`src/rtl/uart_cmd_dispatch_pkg.sv`:
```
// Shared constants, state encodings and helpers for the UART command dispatcher.
// P_QUERY is only reachable when UART_CMD_QUERY_EN is defined.
package uart_cmd_dispatch_pkg;

  localparam logic [7:0] ASCII_S = 8'h53;
  localparam logic [7:0] ASCII_Q = 8'h51;
  localparam logic [7:0] ASCII_R = 8'h52;
  localparam logic [7:0] ASCII_N = 8'h4E;
  localparam logic [7:0] ASCII_E = 8'h45;
  localparam logic [7:0] ASCII_0 = 8'h30;

  typedef enum logic [2:0] {
    P_IDLE  = 3'd0,
    P_CHAN  = 3'd1,
    P_RATE  = 3'd2,
    P_EXEC  = 3'd3,
    P_QUERY = 3'd4
  } parse_state_t;

  typedef enum logic [1:0] {
    T_IDLE   = 2'd0,
    T_WAITHI = 2'd1,
    T_WAITLO = 2'd2
  } tx_state_t;

  // True when b is an ASCII digit in '0' .. '0'+n-1.
  function automatic logic ascii_in_range(input logic [7:0] b, input int unsigned n);
    return (b >= ASCII_0) && (b < (ASCII_0 + 8'(n)));
  endfunction

endpackage

```
`src/rtl/uart_cmd_txq.sv`:
```
// Response FIFO, 8 bits wide; pointers carry an extra wrap bit to tell full from empty.
module uart_cmd_txq #(
  parameter int unsigned DEPTH = 4
) (
  input  logic       sys_clk,
  input  logic       sys_rst_n,
  input  logic       push,
  input  logic [7:0] din,
  input  logic       pop,
  output logic [7:0] dout,
  output logic       empty,
  output logic       full
);

  localparam int unsigned AW = (DEPTH > 1) ? $clog2(DEPTH) : 1;
  localparam logic [AW:0] PTR_ONE = (AW + 1)'(1);

  logic [7:0]  mem [DEPTH];
  logic [AW:0] wr_ptr;
  logic [AW:0] rd_ptr;
  logic        wr_en;
  logic        rd_en;

  assign empty = (wr_ptr == rd_ptr);
  assign full  = (wr_ptr[AW] != rd_ptr[AW]) && (wr_ptr[AW-1:0] == rd_ptr[AW-1:0]);
  // A simultaneous pop frees the slot, so a push on full is still accepted.
  assign wr_en = push && (!full || pop);
  assign rd_en = pop && !empty;
  assign dout  = mem[rd_ptr[AW-1:0]];

  always_ff @(posedge sys_clk or negedge sys_rst_n) begin
    if (!sys_rst_n) begin
      wr_ptr <= '0;
      rd_ptr <= '0;
    end else begin
      if (wr_en) wr_ptr <= wr_ptr + PTR_ONE;
      if (rd_en) rd_ptr <= rd_ptr + PTR_ONE;
    end
  end

  always_ff @(posedge sys_clk) begin
    if (wr_en) mem[wr_ptr[AW-1:0]] <= din;
  end

endmodule

```
`src/rtl/uart_cmd_dispatch.sv`:
```
// UART command dispatcher: parses 'S',<chan>,<rate> frames and queues 'R'/'N'/'E' replies.
// Define UART_CMD_QUERY_EN to add the 'Q',<chan> rate readback opcode.
module uart_cmd_dispatch
  import uart_cmd_dispatch_pkg::*;
#(
  parameter int unsigned N_CH           = 4,
  parameter int unsigned RATE_W         = 2,
  parameter int unsigned TXQ_DEPTH      = 4,
  parameter int unsigned TIMEOUT_CYCLES = 2700000
) (
  input  logic                     sys_clk,
  input  logic                     sys_rst_n,
  input  logic [7:0]               rx_data,
  input  logic                     rx_ready,
  input  logic                     button,
  input  logic                     tx_busy,
  output logic                     tx_start,
  output logic [7:0]               tx_data,
  output logic [N_CH-1:0]          new_pattern,
  output logic [N_CH*RATE_W-1:0]   pulse_rate,
  output logic                     txq_overflow,
  output logic                     frame_err
);

  localparam int unsigned CH_W   = (N_CH > 1) ? $clog2(N_CH) : 1;
  localparam int unsigned N_RATE = 1 << RATE_W;
  localparam int unsigned TO_W   = $clog2(TIMEOUT_CYCLES + 1);
  localparam logic [TO_W-1:0] TO_LAST = TO_W'(TIMEOUT_CYCLES - 1);
  localparam logic [TO_W-1:0] TO_ONE  = TO_W'(1);

  parse_state_t      p_state;
  parse_state_t      chan_next;
  tx_state_t         t_state;
  logic [CH_W-1:0]   chan_q;
  logic [RATE_W-1:0] rate_q;
  logic [TO_W-1:0]   to_cnt;
  logic              rx_ready_prev;
  logic              byte_acc;
  logic              opc_ok;
  logic              chan_ok;
  logic              rate_ok;
  logic              counting;
  logic              to_hit;
  logic              p_push;
  logic [7:0]        p_din;
  logic              p_nack;
  logic              btn_s1;
  logic              btn_s2;
  logic              btn_prev;
  logic              btn_pend;
  logic              btn_evt;
  logic              q_push;
  logic [7:0]        q_din;
  logic              q_pop;
  logic [7:0]        q_dout;
  logic              q_empty;
  logic              q_full;
  logic              hi_wait;

  // NUL bytes are line noise from the host side and never reach the parser.
  assign byte_acc = rx_ready && !rx_ready_prev && (rx_data != 8'h00);
  assign chan_ok  = ascii_in_range(rx_data, N_CH);
  assign rate_ok  = ascii_in_range(rx_data, N_RATE);
  assign counting = (p_state == P_CHAN) || (p_state == P_RATE);
  assign to_hit   = counting && !byte_acc && (to_cnt == TO_LAST);

`ifdef UART_CMD_QUERY_EN
  logic is_query;

  assign opc_ok    = (rx_data == ASCII_S) || (rx_data == ASCII_Q);
  assign chan_next = is_query ? P_QUERY : P_RATE;

  always_ff @(posedge sys_clk or negedge sys_rst_n) begin
    if (!sys_rst_n)                          is_query <= 1'b0;
    else if (p_state == P_IDLE && byte_acc)  is_query <= (rx_data == ASCII_Q);
  end
`else
  assign opc_ok    = (rx_data == ASCII_S);
  assign chan_next = P_RATE;
`endif

  // Parser response decode: at most one byte pushed per cycle.
  always_comb begin
    p_push = 1'b0;
    p_din  = ASCII_N;
    p_nack = 1'b0;
    case (p_state)
      P_IDLE: p_nack = byte_acc && !opc_ok;
      P_CHAN: p_nack = byte_acc ? !chan_ok : to_hit;
      P_RATE: p_nack = byte_acc ? !rate_ok : to_hit;
      P_EXEC: begin
        p_push = 1'b1;
        p_din  = ASCII_R;
      end
`ifdef UART_CMD_QUERY_EN
      P_QUERY: begin
        p_push = 1'b1;
        p_din  = ASCII_0 + 8'(pulse_rate[32'(chan_q)*RATE_W +: RATE_W]);
      end
`endif
      default: ;
    endcase
    if (p_nack) begin
      p_push = 1'b1;
      p_din  = ASCII_N;
    end
  end

  always_ff @(posedge sys_clk or negedge sys_rst_n) begin
    if (!sys_rst_n) begin
      p_state     <= P_IDLE;
      chan_q      <= '0;
      rate_q      <= '0;
      pulse_rate  <= '0;
      new_pattern <= '0;
      frame_err   <= 1'b0;
    end else begin
      new_pattern <= '0;
      frame_err   <= p_nack;
      case (p_state)
        P_IDLE: if (byte_acc && opc_ok) p_state <= P_CHAN;
        P_CHAN: begin
          if (byte_acc) begin
            if (chan_ok) begin
              chan_q  <= CH_W'(rx_data - ASCII_0);
              p_state <= chan_next;
            end else begin
              p_state <= P_IDLE;
            end
          end else if (to_hit) begin
            p_state <= P_IDLE;
          end
        end
        P_RATE: begin
          if (byte_acc) begin
            if (rate_ok) begin
              rate_q  <= RATE_W'(rx_data - ASCII_0);
              p_state <= P_EXEC;
            end else begin
              p_state <= P_IDLE;
            end
          end else if (to_hit) begin
            p_state <= P_IDLE;
          end
        end
        P_EXEC: begin
          pulse_rate[32'(chan_q)*RATE_W +: RATE_W] <= rate_q;
          new_pattern[chan_q]                      <= 1'b1;
          p_state                                  <= P_IDLE;
        end
        default: p_state <= P_IDLE;
      endcase
    end
  end

  // Inter-byte timeout only runs while a frame is partially received.
  always_ff @(posedge sys_clk or negedge sys_rst_n) begin
    if (!sys_rst_n)                 to_cnt <= '0;
    else if (byte_acc || !counting) to_cnt <= '0;
    else                            to_cnt <= to_cnt + TO_ONE;
  end

  // Button sync, falling-edge detect, and rx edge history.
  always_ff @(posedge sys_clk or negedge sys_rst_n) begin
    if (!sys_rst_n) begin
      btn_s1        <= 1'b1;
      btn_s2        <= 1'b1;
      btn_prev      <= 1'b1;
      btn_pend      <= 1'b0;
      rx_ready_prev <= 1'b0;
      txq_overflow  <= 1'b0;
    end else begin
      btn_s1        <= button;
      btn_s2        <= btn_s1;
      btn_prev      <= btn_s2;
      btn_pend      <= p_push && btn_evt;
      rx_ready_prev <= rx_ready;
      if (q_push && q_full && !q_pop) txq_overflow <= 1'b1;
    end
  end

  // Parser wins the single push slot; a losing button event waits in btn_pend.
  assign btn_evt = (btn_prev && !btn_s2) || btn_pend;
  assign q_push  = p_push || btn_evt;
  assign q_din   = p_push ? p_din : ASCII_E;
  assign q_pop   = (t_state == T_IDLE) && !q_empty && !tx_busy;

  uart_cmd_txq #(
    .DEPTH (TXQ_DEPTH)
  ) u_txq (
    .sys_clk   (sys_clk),
    .sys_rst_n (sys_rst_n),
    .push      (q_push),
    .din       (q_din),
    .pop       (q_pop),
    .dout      (q_dout),
    .empty     (q_empty),
    .full      (q_full)
  );

  // TX engine; gives uart_tx two cycles to raise busy before moving on.
  always_ff @(posedge sys_clk or negedge sys_rst_n) begin
    if (!sys_rst_n) begin
      t_state  <= T_IDLE;
      tx_start <= 1'b0;
      tx_data  <= '0;
      hi_wait  <= 1'b0;
    end else begin
      tx_start <= 1'b0;
      case (t_state)
        T_IDLE: begin
          if (q_pop) begin
            tx_data  <= q_dout;
            tx_start <= 1'b1;
            hi_wait  <= 1'b0;
            t_state  <= T_WAITHI;
          end
        end
        T_WAITHI: begin
          if (tx_busy || hi_wait) t_state <= T_WAITLO;
          else                    hi_wait <= 1'b1;
        end
        T_WAITLO: if (!tx_busy) t_state <= T_IDLE;
        default:  t_state <= T_IDLE;
      endcase
    end
  end

endmodule

```
`config.mk`:
```
export PLATFORM = sky130hd
export DESIGN_NAME = uart_cmd_dispatch
export DESIGN_NICKNAME = d
export VERILOG_FILES = /design/src/rtl/uart_cmd_dispatch_pkg.sv /design/src/rtl/uart_cmd_txq.sv /design/src/rtl/uart_cmd_dispatch.sv
export SDC_FILE = /design/constraint.sdc
export NUM_CORES = 1
export LEC_CHECK = 0
export CAP_MARGIN = 25
export CORE_ASPECT_RATIO = 0.7
export CORE_UTILIZATION = 40
export CTS_CLUSTER_SIZE = 10
export DETAILED_ROUTE_END_ITERATION = 10
export MAX_ROUTING_LAYER = met4
export PLACE_DENSITY = 0.62
export SKIP_LAST_GASP = 1
export SLEW_MARGIN = 20
export SYNTH_ARGS = -nofsm -noshare
export SYNTH_HDL_FRONTEND = slang
export SYNTH_SLANG_ARGS = --single-unit
```
`constraint.sdc`:
```
create_clock -name sys_clk -period 7 [get_ports sys_clk]
set_clock_uncertainty 0.15 [all_clocks]
set_input_delay 1.4 -clock sys_clk [delete_from_list [all_inputs] [get_ports sys_clk]]
set_output_delay 1.4 -clock sys_clk [all_outputs]
set_load 0.1 [all_outputs]
```
==> impl_metrics.ini <==
[timing]
tightest_slew_ns = 1.01
timing.fmax_ghz = 0.262
finalSetupTns_ns = 0
drv_slew = 0
finalHoldViolations = 0
setup_viol = 0
timing.hold.ws_ns = 0.207
rsz0062_at_grt = no
final.setup.worst_slack_ns = 3.18
final.min_clock_period_ns = 3.82
max-slew-margin-rel_pct = 32.6
min_period_over_period_pct = 54.6

[floorplanning]
rows = 29
core_um2 = 9140
die_h_um = 83.7
die_area_um2 = 9940
die_w_um = 119
ios = 36
initial_core_util_pct = 41.7

[worst_setup_path]
r2r_end = u_txq.mem[0][3]$_DFFE_PP_
arrival_ns = 3.66
setup.worst_path.start_class = input pin
slowest_delay_ns = 0.54
path_buf_inv = 1
endpoint_kind = register
reg2reg_from = p_state[2]$_DFFE_PN0P_
worstSetupPathDepth = 6
r2r_setup_slack_ns = 4.36
critPathTopFamily = simple AND/OR/NAND/NOR gates
worstPathCellList = clkdlybuf4s50_1, or3b_2, or3_1, o32ai_2, nor3_1, nor2_1
startpoint = rx_ready
crit_type = in -> reg
required_ns = 6.84
worst-r2r-cell-count = 5
cp_slowest_cell = clkdlybuf4s50_1
cp_max_fo = 5
critPathCapture = u_txq.mem[0][3]$_DFFE_PP_

[synthesis]
synth_ff_type = dfrtp_1
ys_seq_area_share_pct = 57.8
ys_ff_latch = 84
synth_area_leaders = dfrtp_1 (40%), edfxtp_1 (16%), ha_1 (3.6%)
postSynth.asyncResetShare_pct = 76.2
synth_top_area_share_pct = 40.0
ys_warn_count = 0
avgSynthCellArea_um2 = 11.6
yosysTopAreaCell = dfrtp_1
netlist_instances = 329
synth_cell_types = 52
syn-cell-area_um2 = 3820
synth_edf_count = 20

[cells_and_area]
layout_common_cells = dfrtp_1 (61), nand2_1 (34), clkdlybuf4s50_1 (32)
stdcell_count = 496
drive_gt1_share_pct = 11.8
finalNetCount = 391
syn_to_final_growth_pct = 19.2
diodes = 0
fill_cells = 828
final_common_cell = dfrtp_1

[power_and_ir_drop]
leakage_nw = 1.80
finalPower_w = 0.00143
vdd_ir_drop_max_mv = 0.147
power.density_nw_per_um2 = 315

[clock_tree]
post_cts_buffers = 0
ctsResizeCount = 0
clockBufferDepth = 2
path_clk_slew_ns = 0.06
clock_sinks = 84
h-tree-depth = 3
clk_latency_ns = 0.34
cts_root_buf = clkbuf_16
ctsHoldBuffers = 0
numCtsBuffers = 9
cts_tree = done

[worst_hold_path]
min_path_type = reg -> reg
hold_depth = 0

[run_status]
run_status = finished clean

[drt]
viasPerCell = 5.00
firstDrtPassIters = 5
final_antenna_net_count = 0
drt-total-wl_mm = 7.13
drc = 0
vias = 2482
drt-initial-drc-count = 151
wl_per_cell_um = 14.4

[placed_design]
port_buffers = 33
place_inst = 480
pre_cts_ws_ns = 2.83
place.gp.congestion = 0.840
hpwl_mm = 4.89

[global_routing]
grt_usage_pct = 16.6
grt_max_degree = 65
grt_pass1_vias = 2428
antenna_found_initial = 0
grt-ovfl-total = 0
grt_pass1_wl_mm = 12.2

[flow_run]
drv_cap = 0
[worst reg2reg max path: stages (launching register included)]
cell	delay, ns
dfrtp_1	0.43
or3b_2	0.51
or3_1	0.34
o32ai_2	0.25
nor3_1	0.22
nor2_1	0.40
[routing by layer]
metal  routed length [um]  GRT usage, %  vias to the layer above
li1                     -             -                     1236
met1                 3630          22.6                     1195
met2                 3170          22.5                       45
met3                  246          5.26                        6
met4                   78          7.59                        0
met5                    0             -                        -
[cells by family (layout without fill, tap and decap cells)]
| kind of cell | after synthesis | count (layout) | share of synthesized area, % |
|---|---|---|---|
| AO/OA/AOI/OAI | 45 | 45 | 7.93 |
| XOR/XNOR | 22 | 22 | 5.05 |
| adder cells (fa/ha/maj) | 11 | 11 | 3.61 |
| buffers and inverters | 28 | 69 | 3.08 |
| flip-flops | 84 | 84 | 57.8 |
| multiplexers | 14 | 14 | 5.57 |
| other | 1 | 3 | 0.0983 |
| AND/OR/NAND/NOR | 124 | 124 | 16.9 |
[flip-flops by register name, indices dropped and copies added (netlist names), 2 cells and up]
name and count:
u_txq.rd_ptr 3, pulse_rate 8, tx_data 6, u_txq.mem 20, p_state 3, to_cnt 22, rate_q 2, t_state 2
chan_q 2, new_pattern 4, u_txq.wr_ptr 3
[report_power, final]
group,switching [W],internal [W]
Clock,0.000195,0.000242
Combinational,0.000238,0.000138
Sequential,0.0000569,0.000563
Total,0.000490,0.000943
[synth_stat cells (all sizes together) (2+ instances only)]
cell type,count
dfrtp,61
buf,6
or4,3
clkbuf,5
o21ai,12
and4,3
nand2b,5
nor4b,2
nor4,6
or2,3
or3,6
o311ai,2
dfstp,3
and3,3
o211ai,3
nand4,7
nor3,5
o31ai,6
xor2,8
nor3b,2
a21oi,12
nor2,30
xnor2,14
nand3,8
edfxtp,20
inv,17
nand2,34
mux4,5
mux2,8
nor2b,2
ha,11
[how the worst min path moves through the flow]
stage,from,endpoint,slack [ns]
3_5_place_dp,btn_s1$_DFF_PN1_,btn_s2$_DFF_PN1_,0.20
4_1_cts,btn_s1$_DFF_PN1_,btn_s2$_DFF_PN1_,0.21
5_1_grt,btn_s1$_DFF_PN1_,btn_s2$_DFF_PN1_,0.21
3_3_place_gp,btn_s1$_DFF_PN1_,btn_s2$_DFF_PN1_,0.20
2_1_floorplan,btn_s1$_DFF_PN1_,btn_s2$_DFF_PN1_,0.20
6_report,btn_s1$_DFF_PN1_,btn_s2$_DFF_PN1_,0.21
[stage by stage]
step | utilization (%) | instance area (um^2)
2_1_floorplan | - | 3820
3_3_place_gp | 46.7 | 4270
3_5_place_dp | 46.7 | 4270
4_1_cts | 49.8 | 4550
5_1_grt | 49.8 | 4550
6_report | 49.8 | 4550
[layout make-up]
class | instances | area, um^2 | share of cell area (%)
clock buffers | 9 | 225 | 4.95
clock inverters | 7 | 52.6 | 1.15
inverters | 17 | 63.8 | 1.40
multi-input cells | 219 | 1500 | 33.0
flip-flops and latches | 84 | 2210 | 48.5
well taps | 124 | 155 | 3.41
repair buffers | 36 | 348 | 7.64
(Power assumes the default switching activity.)
